## config.mk

```make
export PLATFORM = sky130hd
export DESIGN_NAME = tone_meter
export DESIGN_NICKNAME = d
export VERILOG_FILES = /design/src/rtl/tone_meter_pkg.sv /design/src/rtl/tone_meter_recip_div.sv /design/src/rtl/tone_meter.sv
export SDC_FILE = /design/constraint.sdc
export NUM_CORES = 1
export LEC_CHECK = 0
export BUFFER_PORTS_ARGS = -buffer_cell sky130_fd_sc_hd__buf_2
export CORE_ASPECT_RATIO = 0.75
export CORE_MARGIN = 3
export CORE_UTILIZATION = 35
export DETAILED_ROUTE_END_ITERATION = 8
export PLACE_DENSITY = 0.53
export SETUP_SLACK_MARGIN = 0.02
export SLEW_MARGIN = 20
export SYNTH_ARGS = -nofsm -noshare
export SYNTH_HDL_FRONTEND = slang
export SYNTH_SLANG_ARGS = --single-unit
```

## constraint.sdc

```tcl
create_clock -name clk -period 5.1 [get_ports clk]
set_input_delay 0 -clock clk [delete_from_list [all_inputs] [get_ports clk]]
set_output_delay 0 -clock clk [all_outputs]
set_load 0.01 [all_outputs]
```

## src/rtl/tone_meter_pkg.sv

```systemverilog
// Shared types and constants for the tone period meter and its reciprocal divider.
package tone_meter_pkg;

  localparam int DATA_W     = 32;
  localparam int DIV_CYCLES = 33;

  typedef enum logic [1:0] {
    IDLE    = 2'd0,
    ARM     = 2'd1,
    MEASURE = 2'd2,
    DIVIDE  = 2'd3
  } state_t;

endpackage

```

## src/rtl/tone_meter_recip_div.sv

```systemverilog
// Restoring serial divider producing floor(2^32 / divisor); done pulses DIV_CYCLES cycles after start.
module recip_div
  import tone_meter_pkg::*;
(
  input  logic              clk,
  input  logic              rst_n,
  input  logic              start,
  input  logic              abort,
  input  logic [DATA_W-1:0] divisor,
  output logic [DATA_W-1:0] quotient,
  output logic              done
);

  localparam logic [5:0] LAST_ITER = 6'(DIV_CYCLES - 2);

  logic [DATA_W:0]   r_rem;
  logic [DATA_W-1:0] r_quo;
  logic [DATA_W-1:0] r_div;
  logic [5:0]        r_cnt;
  logic              r_busy;
  logic              r_done;

  logic [DATA_W:0]   w_trial;
  logic [DATA_W:0]   w_diff;
  logic              w_fits;

  // Dividend bits below the leading one are all zero, so each step just shifts in a 0.
  assign w_trial = {r_rem[DATA_W-1:0], 1'b0};
  assign w_fits  = (w_trial >= {1'b0, r_div});
  assign w_diff  = w_trial - {1'b0, r_div};

  // Dividend MSB step is folded into the load: 1 < divisor, so remainder starts at 1, quotient bit 0.
  always_ff @(posedge clk or negedge rst_n) begin
    if (!rst_n) begin
      r_rem  <= '0;
      r_quo  <= '0;
      r_div  <= '0;
      r_cnt  <= 6'd0;
      r_busy <= 1'b0;
      r_done <= 1'b0;
    end else begin
      r_done <= 1'b0;
      if (abort) begin
        r_busy <= 1'b0;
        r_cnt  <= 6'd0;
      end else if (start) begin
        r_rem  <= {{DATA_W{1'b0}}, 1'b1};
        r_quo  <= '0;
        r_div  <= divisor;
        r_cnt  <= 6'd0;
        r_busy <= 1'b1;
      end else if (r_busy) begin
        r_rem <= w_fits ? w_diff : w_trial;
        r_quo <= {r_quo[DATA_W-2:0], w_fits};
        r_cnt <= r_cnt + 6'd1;
        if (r_cnt == LAST_ITER) begin
          r_busy <= 1'b0;
          r_done <= 1'b1;
        end else begin
          r_busy <= 1'b1;
        end
      end else begin
        r_busy <= 1'b0;
      end
    end
  end

  assign quotient = r_quo;
  assign done     = r_done;

endmodule

```

## src/rtl/tone_meter.sv

```systemverilog
// Measures the period of an asynchronous square wave in clk cycles and
// converts it to a phase-accumulator tuning word floor(2^32 / period).
module tone_meter
  import tone_meter_pkg::*;
#(
  parameter logic [DATA_W-1:0] MAX_PERIOD  = 32'h00FF_FFFF,
  parameter int                SYNC_STAGES = 2
) (
  input  logic              clk,
  input  logic              rst_n,
  input  logic              tone_in,
  input  logic              enable,
  output logic [DATA_W-1:0] period_out,
  output logic [DATA_W-1:0] scale_out,
  output logic              scale_valid,
  output logic              timeout,
  output logic              busy
);

  logic [SYNC_STAGES-1:0] r_sync;
  logic                   r_sync_prev;
  state_t                 r_state;
  logic [DATA_W-1:0]      r_cnt;
  logic [DATA_W-1:0]      r_meas;
  logic [DATA_W-1:0]      r_period;
  logic [DATA_W-1:0]      r_scale;
  logic                   r_valid;
  logic                   r_timeout;
  logic                   r_busy;

  logic                   w_edge;
  logic                   w_start;
  logic                   w_abort;
  logic [DATA_W-1:0]      w_quo;
  logic                   w_done;

  // Synchronizer chain plus one delay flop for rising-edge detection.
  always_ff @(posedge clk or negedge rst_n) begin
    if (!rst_n) begin
      r_sync      <= '0;
      r_sync_prev <= 1'b0;
    end else begin
      r_sync      <= SYNC_STAGES'({r_sync, tone_in});
      r_sync_prev <= r_sync[SYNC_STAGES-1];
    end
  end

  assign w_edge  = r_sync[SYNC_STAGES-1] & ~r_sync_prev;
  assign w_start = enable & (r_state == MEASURE) & w_edge;
  assign w_abort = ~enable;

  recip_div u_div (
    .clk      (clk),
    .rst_n    (rst_n),
    .start    (w_start),
    .abort    (w_abort),
    .divisor  (r_cnt),
    .quotient (w_quo),
    .done     (w_done)
  );

  // Measurement FSM; an edge coinciding with the counter hitting MAX_PERIOD wins over timeout.
  always_ff @(posedge clk or negedge rst_n) begin
    if (!rst_n) begin
      r_state   <= IDLE;
      r_cnt     <= '0;
      r_meas    <= '0;
      r_period  <= '0;
      r_scale   <= '0;
      r_valid   <= 1'b0;
      r_timeout <= 1'b0;
      r_busy    <= 1'b0;
    end else begin
      r_valid <= 1'b0;
      if (!enable) begin
        r_state <= IDLE;
        r_busy  <= 1'b0;
        r_cnt   <= '0;
      end else begin
        case (r_state)
          IDLE: begin
            r_state <= ARM;
          end
          ARM: begin
            if (w_edge) begin
              r_cnt   <= 32'd1;
              r_state <= MEASURE;
            end else begin
              r_state <= ARM;
            end
          end
          MEASURE: begin
            if (w_edge) begin
              r_meas  <= r_cnt;
              r_busy  <= 1'b1;
              r_state <= DIVIDE;
            end else if (r_cnt == MAX_PERIOD) begin
              r_period  <= MAX_PERIOD;
              r_scale   <= '0;
              r_timeout <= 1'b1;
              r_valid   <= 1'b1;
              r_state   <= ARM;
            end else begin
              r_cnt <= r_cnt + 32'd1;
            end
          end
          DIVIDE: begin
            if (w_done) begin
              r_period  <= r_meas;
              r_scale   <= w_quo;
              r_timeout <= 1'b0;
              r_valid   <= 1'b1;
              r_busy    <= 1'b0;
              r_state   <= ARM;
            end else begin
              r_state <= DIVIDE;
            end
          end
          default: begin
            r_state <= IDLE;
            r_busy  <= 1'b0;
          end
        endcase
      end
    end
  end

  assign period_out  = r_period;
  assign scale_out   = r_scale;
  assign scale_valid = r_valid;
  assign timeout     = r_timeout;
  assign busy        = r_busy;

endmodule

```

==> results of run 1 <==
[layout make-up]
cell class / instances / area, µm² / share of cell area [%]
timing repair buffer: 88 / 515.5 / 3.877
sequential: 240 / 6006 / 45.17
clock inverter: 11 / 141.4 / 1.063
inverter: 48 / 182.7 / 1.374
clock buffer: 35 / 765.7 / 5.759
multi-input combinational: 824 / 5132 / 38.60
tap: 442 / 553.0 / 4.159
[cell families (layout without fill, tap and decap cells)]
| kind of cell | Yosys count | in the layout |
|---|---|---|
| XOR/XNOR | 39 | 39 |
| flip-flops | 240 | 240 |
| buffers and inverters | 110 | 182 |
| adder cells (fa/ha/maj) | 35 | 35 |
| AO/OA/AOI/OAI | 357 | 357 |
| multiplexers | 2 | 2 |
| AND/OR/NAND/NOR | 391 | 391 |
[state kept, by name, summed over array words and instances (netlist names)]
register,cells
period_out,32
r_cnt,32
r_meas,32
scale_out,32
u_div.quotient,32
u_div.r_div,32
u_div.r_rem,32
u_div.r_cnt,6
r_state,2
r_sync,2
busy,1
r_sync_prev,1
scale_valid,1
timeout,1
u_div.done,1
u_div.r_busy,1
[per-stage QoR]
step | area (µm²) | std cells | hold slack, ns | utilization [%]
floorplan | 11580 | 1174 | -0.2956 | -
global placement | 12360 | 1639 | 0.06266 | 38.00
detailed placement | 12360 | 1639 | 0.05977 | 38.00
CTS | 13300 | 1688 | 0.06615 | 40.89
global route | 13300 | 1688 | 0.09956 | 40.89
finish | 13300 | 1688 | 0.03995 | 40.89
[what timing repair did]
action | 4_1_cts | 5_1_grt
hold buffers | 3 | 0
resized for setup | 0 | 0
hold endpoints to repair | 94 | 0
buffers inserted | 0 | 0
[layout by cell type, fill, tap and decap left out, drive strengths merged, types with 19 or more instances in the layout]
cell type,instances
dfrtp,240
nand2,186
o21ai,96
buf,85
a22o,71
a21oi,68
nor2,67
inv,49
clkbuf,35
ha,34
o22a,25
nor3,21
xnor2,21
nand3,19
[final timing paths]
kind / slack, ns / end / startpoint
min in group clk: 0.11 / r_sync[0] / tone_in
hold reg to reg: 0.37 / r_sync[1] / r_sync[0]
setup reg to reg: 1.42 / u_div.r_rem[1] / u_div.r_rem[2]
max in group asynchronous: 3.76 / u_div.quotient[1] / rst_n
setup / recovery: 1.42 / u_div.r_rem[1] / u_div.r_rem[2]
hold / removal: 0.04 / u_div.r_cnt[3] / rst_n
[cells in the mapped netlist (all sizes together), types with 7 or more instances]
| cell | instances | share of area, % |
|---|---|---|
| inv | 48 | 1.6 |
| ha | 34 | 3.7 |
| dfrtp | 240 | 52 |
| a22o | 71 | 5.4 |
| nor3 | 21 | 0.91 |
| o21ai | 96 | 4.2 |
| xnor2 | 21 | 1.6 |
| a21oi | 68 | 2.9 |
| nand2 | 186 | 6.0 |
| xor2 | 18 | 1.4 |
| o211ai | 14 | 0.91 |
| nand2b | 15 | 0.81 |
| o31ai | 18 | 1.2 |
| a21o | 14 | 0.91 |
| and3 | 8 | 0.43 |
| nand3 | 19 | 0.91 |
| buf | 12 | 0.81 |
| or3 | 7 | 0.42 |
| a31oi | 7 | 0.38 |
| nand4 | 17 | 0.97 |
| clkbuf | 50 | 1.6 |
| a221o | 11 | 0.95 |
| and2 | 13 | 0.70 |
| nor2 | 67 | 2.3 |
| o22a | 25 | 1.9 |
[report_power, final]
| part | internal [mW] | switching (mW) |
|---|---|---|
| Clock | 1.20 | 0.783 |
| Sequential | 1.96 | 0.0242 |
| Combinational | 0.121 | 0.259 |
[per-layer routing]
| metal | up-vias | wire, µm | part of all wire [%] |
|---|---|---|---|
| met5 | - | 13 | 0.042 |
| met4 | 2 | 471 | 1.5 |
| met3 | 34 | 1712 | 5.5 |
| met2 | 243 | 12250 | 39 |
| met1 | 4501 | 16640 | 54 |
| li1 | 4321 | - | - |
[critical path, stage by stage, from the launching register on]
cell	delay [ns]
dfrtp_1	0.41
ha_1	0.36
nand2_1	0.10
a211oi_1	0.45
o211a_1	0.29
o211a_1	0.19
o21ai_1	0.10
and3_1	0.45
nor2_2	0.91
o311ai_0	0.23
==> results.ini, run 1 <==
[timing]
tightest_slew_ns = 1.015
max_freq_mhz = 272.0
slew_viol_final = 0
finalCritPeriodShare_pct = 72.08
setup_viol = 0
maxSlewHeadroom_pct = 32.23
finalWorstSetupSlack_ns = 1.424
hold_violations = 0
rsz0062_at_grt = false
clock_skew_ns = 0.008496
fin_crit_ns = 3.676
finalSetupTns_ns = 0

[pwr]
p_total_mw = 4.350
cellLeakagePower_nw = 6.455
power_density_nw_per_um2 = 327.1
peakVddDrop_mv = 0.1614

[placement]
gp_congestion = 0.8754
io_buffers = 70
hpwl_mm = 20.89
dpl_worst_slack_ns = 1.491

[route]
ant_nets = 0
drc = 0
via_count = 9101
avgRoutedWirePerCell_um = 18.42
dr.first_iter.drc_count = 866
viasPerCell = 5.392
wl_mm = 31.09
drt_pass1_iterations = 5

[global_route]
antenna_found_initial = 1
grtUsageMet2_pct = 23.72
first_global_vias = 8707
grt_use_met1_pct = 28.66
track_usage_pct = 17.51
use_met3_pct = 3.069
grt_overflow = 0
grt-busiest-layer = met1
grt_pass1_wl_mm = 50.05
grt_max_degree = 151

[cells_and_area]
synthToLayoutAreaGrowth_pct = 14.80
nets = 1267
drive_gt1_share_pct = 11.88
num-fill-cells = 3262
n_antenna_cell = 0

[floorplanning]
fp.dieW_um = 216.1
boundaryPins = 71
num_rows = 57
dieArea_um2 = 35330
core-area_um2 = 32520
chipHeight_um = 163.5
initial_core_util_pct = 35.61

[yosys]
syn_area_um2 = 11580
synth_adder_area_share_pct = 3.846
muxShareOfSynthArea_pct = 0.1728
syn_inst = 1174
synth-xor-area-share_pct = 2.949
synth_top_flop_cell = dfrtp_1
synth.avg_cell_area_um2 = 9.866
seq_area_frac_synth_pct = 51.85
synth-simple-area-share_pct = 16.09
synth-compound-area-share_pct = 21.09
synth-seq-cells = 240
syn_nets = 1213
async_flop_share_pct = 100.0
synth_top_family_by_area = compound AO/OA/AOI/OAI gates
yosys_warnings = 0
synth_edf_count = 0
ys_types = 67

[clocking]
cts_buffers = 26
root_buffer = clkbuf_16
clockBufferDepth = 3
h-tree-depth = 1
cts_tree = yes
clk_pin_slew_ns = 0.06
clk_latency_ns = 0.54
clkSinkCount = 240

[critical_path]
r2r_cells = 9
cp.arrival_ns = 4.04
start_kind = flop
end_kind = flop
worstPathRequired_ns = 5.46
crit_type = reg2reg
crit_fanout = 17

[job]
cap_violations = 0

[worst_hold_path]
hold_class = in2async

[outcome]
status = finished clean

Power figures use the tool's default switching activity.
==> run 2, diff against run 1 <==
- clock period: 5.1 -> 3.4 ns (I/O delays scaled with it)
==> run 2 against run 1 <==
Compared with the run above:
- global-route usage is 0.20 points higher
- worst hold slack gained 0.066 ns
- final area rose by 1.2%
- clock-buffer cell count down 2
- final cell count is 0.89% higher
- non-clock buffer count grew 14
==> results.ini, run 2 (synthesized netlist as in run 1, its figures left out) <==
[outcome]
status = finished clean  ; unchanged

[critical_path]
r2r_start = r_cnt[1]  ; was u_div.r_rem[2]
end_kind = flop  ; unchanged
startpoint = r_cnt[1]  ; was u_div.r_rem[2]
crit_slowest_cell = or4_1  ; was nor2_2
start_kind = flop  ; unchanged
ff2ff_setup_slack_ns = 0.29  ; was 1.42 ns
max_stage_delay_ns = 0.52  ; was 0.91 ns
crit_type = reg2reg  ; unchanged
worstPathCellList = ha_1 -> nand3_1 -> nor4_4 -> nand3_2 -> or4_1 -> or3_4 -> nor2_4 -> o21ai_4 -> buf_12 -> inv_4 -> o22a_1  ; was ha_1 -> nand2_1 -> a211oi_1 -> o211a_1 -> o211a_1 -> o21ai_1 -> and3_1 -> nor2_2 -> o311ai_0
r2r_cells = 11  ; was 9
worstPathRequired_ns = 3.87  ; was 5.46 ns
crit_fanout = 41  ; was 17
cp.arrival_ns = 3.58  ; was 4.04 ns

[clocking]
clockBufferDepth = 3  ; unchanged
clkSinkCount = 240  ; unchanged
cts_buffers = 26  ; unchanged
cts-resized-gates = 0  ; unchanged
clk_pin_slew_ns = 0.06  ; about the same
root_buffer = clkbuf_16  ; unchanged
clk_latency_ns = 0.54  ; about the same
ctsHoldBuffers = 3  ; unchanged
h-tree-depth = 1  ; unchanged
cts_tree = yes  ; unchanged
postCtsSetupBuffers = 0  ; unchanged

[route]
viasPerCell = 5.340  ; was 5.392
via_count = 9094  ; was 9101
drt_pass1_iterations = 5  ; unchanged
wl_mm = 31.34  ; was 31.09 mm
ant_nets = 0  ; unchanged
drc = 0  ; unchanged
dr.first_iter.drc_count = 774  ; was 866
avgRoutedWirePerCell_um = 18.40  ; was 18.42 µm

[cells_and_area]
postLayoutCellArea_um2 = 13450  ; was 13300 µm²
final_common_cell = dfrtp_1  ; unchanged
drive_gt1_share_pct = 12.77  ; was 11.88%
synthToLayoutAreaGrowth_pct = 16.15  ; was 14.80%
utilization_pct = 41.37  ; was 40.89%
mostFrequentLayoutCells = dfrtp_1, nand2_1, o21ai_0  ; unchanged
n_antenna_cell = 0  ; unchanged
nets = 1281  ; was 1267

[timing]
rsz0062_at_grt = false  ; unchanged
setup_viol = 0  ; unchanged
finalSetupTns_ns = 0  ; unchanged
hold_violations = 0  ; unchanged
fin_crit_ns = 3.107  ; was 3.676 ns
finalWorstSetupSlack_ns = 0.2930  ; was 1.424 ns
hold_ws_ns = 0.1059  ; was 0.03995 ns
clock_skew_ns = 0.01055  ; was 0.008496 ns
maxSlewHeadroom_pct = 32.98  ; was 32.23%
slew_viol_final = 0  ; unchanged
tightest_slew_ns = 1.003  ; was 1.015 ns
max_freq_mhz = 321.9  ; was 272.0 MHz
finalCritPeriodShare_pct = 91.38  ; was 72.08%

[global_route]
grt_overflow = 0  ; unchanged
track_usage_pct = 17.70  ; was 17.51%
grt_max_degree = 120  ; was 151
first_global_vias = 8739  ; was 8707
grt_pass1_wl_mm = 50.55  ; was 50.05 mm
antenna_found_initial = 0  ; was 1

[floorplanning]
core-area_um2 = 32520  ; unchanged
initial_core_util_pct = 35.61  ; unchanged
boundaryPins = 71  ; unchanged
chipHeight_um = 163.5  ; unchanged
dieArea_um2 = 35330  ; unchanged
num_rows = 57  ; unchanged
fp.dieW_um = 216.1  ; unchanged

[worst_hold_path]
whs_path_depth = 2
hold_class = in2reg  ; was in2async
hold_start = tone_in

[job]
cap_violations = 0  ; unchanged

[placement]
hpwl_mm = 21.60  ; was 20.89 mm
dpl_cell_area_um2 = 12510  ; was 12360 µm²
io_buffers = 70  ; unchanged
dpl_worst_slack_ns = 0.3208  ; was 1.491 ns
gp_congestion = 0.9216  ; was 0.8754

[pwr]
power_density_nw_per_um2 = 488.4  ; was 327.1 nW/µm²
cellLeakagePower_nw = 6.535  ; was 6.455 nW
peakVddDrop_mv = 0.3250  ; was 0.1614 mV

run 2: per-stage QoR:
| stage | cells | total power, mW |
|---|---|---|
| after floorplan | 1174 | 3.387 |
| after global placement | 1653 | 3.609 |
| after detailed placement | 1653 | 3.606 |
| after CTS | 1703 | 6.646 |
| after global routing | 1703 | 6.852 |
| final | 1703 | 6.570 |
run 2: worst max-delay path, delay by kind of cell (launching register included):
family / cells / cell delay (ns)
fa+ha+maj: 1 / 0.22
buf+inv: 2 / 0.43
flops: 1 / 0.43
simple gates: 6 / 1.68
compound gates: 2 / 0.25
run 2: final cells by class:
type                            instances  area [µm²]
Clock inverter                         14       201.4
Fill cell                            3210       19070
Tap cell                              442       553.0
Timing Repair Buffer                  102       670.6
Clock buffer                           33       706.9
Multi-Input combinational cell        824        5132
Sequential cell                       240        6006
Inverter                               48       182.7
run 2: final timing paths:
check,end
max in group asynchronous,u_div.r_div[24]
hold / removal,r_sync[0]
min in group asynchronous,u_div.r_cnt[3]
setup / recovery,period_out[2]
setup reg to reg,period_out[2]
hold reg to reg,r_sync[1]
run 2: routing by layer:
| layer | share of wire [%] | wire length, µm | vias up | GRT usage [%] |
|---|---|---|---|---|
| li1 | - | - | 4351 | - |
| met1 | 55 | 17100 | 4487 | 29.42 |
| met2 | 39 | 12320 | 214 | 24.07 |
| met3 | 4.4 | 1370 | 42 | 2.288 |
| met4 | 1.7 | 547 | 0 | 3.519 |
| met5 | 0 | 0 | - | 0 |
run 2: where the power goes:
| part | internal (mW) | switching (mW) | total [mW] |
|---|---|---|---|
| Combinational | 0.195 | 0.394 | 0.590 |
| Clock | 1.79 | 1.22 | 3.01 |
| Sequential | 2.94 | 0.0344 | 2.97 |
| Total | 4.92 | 1.65 | 6.57 |
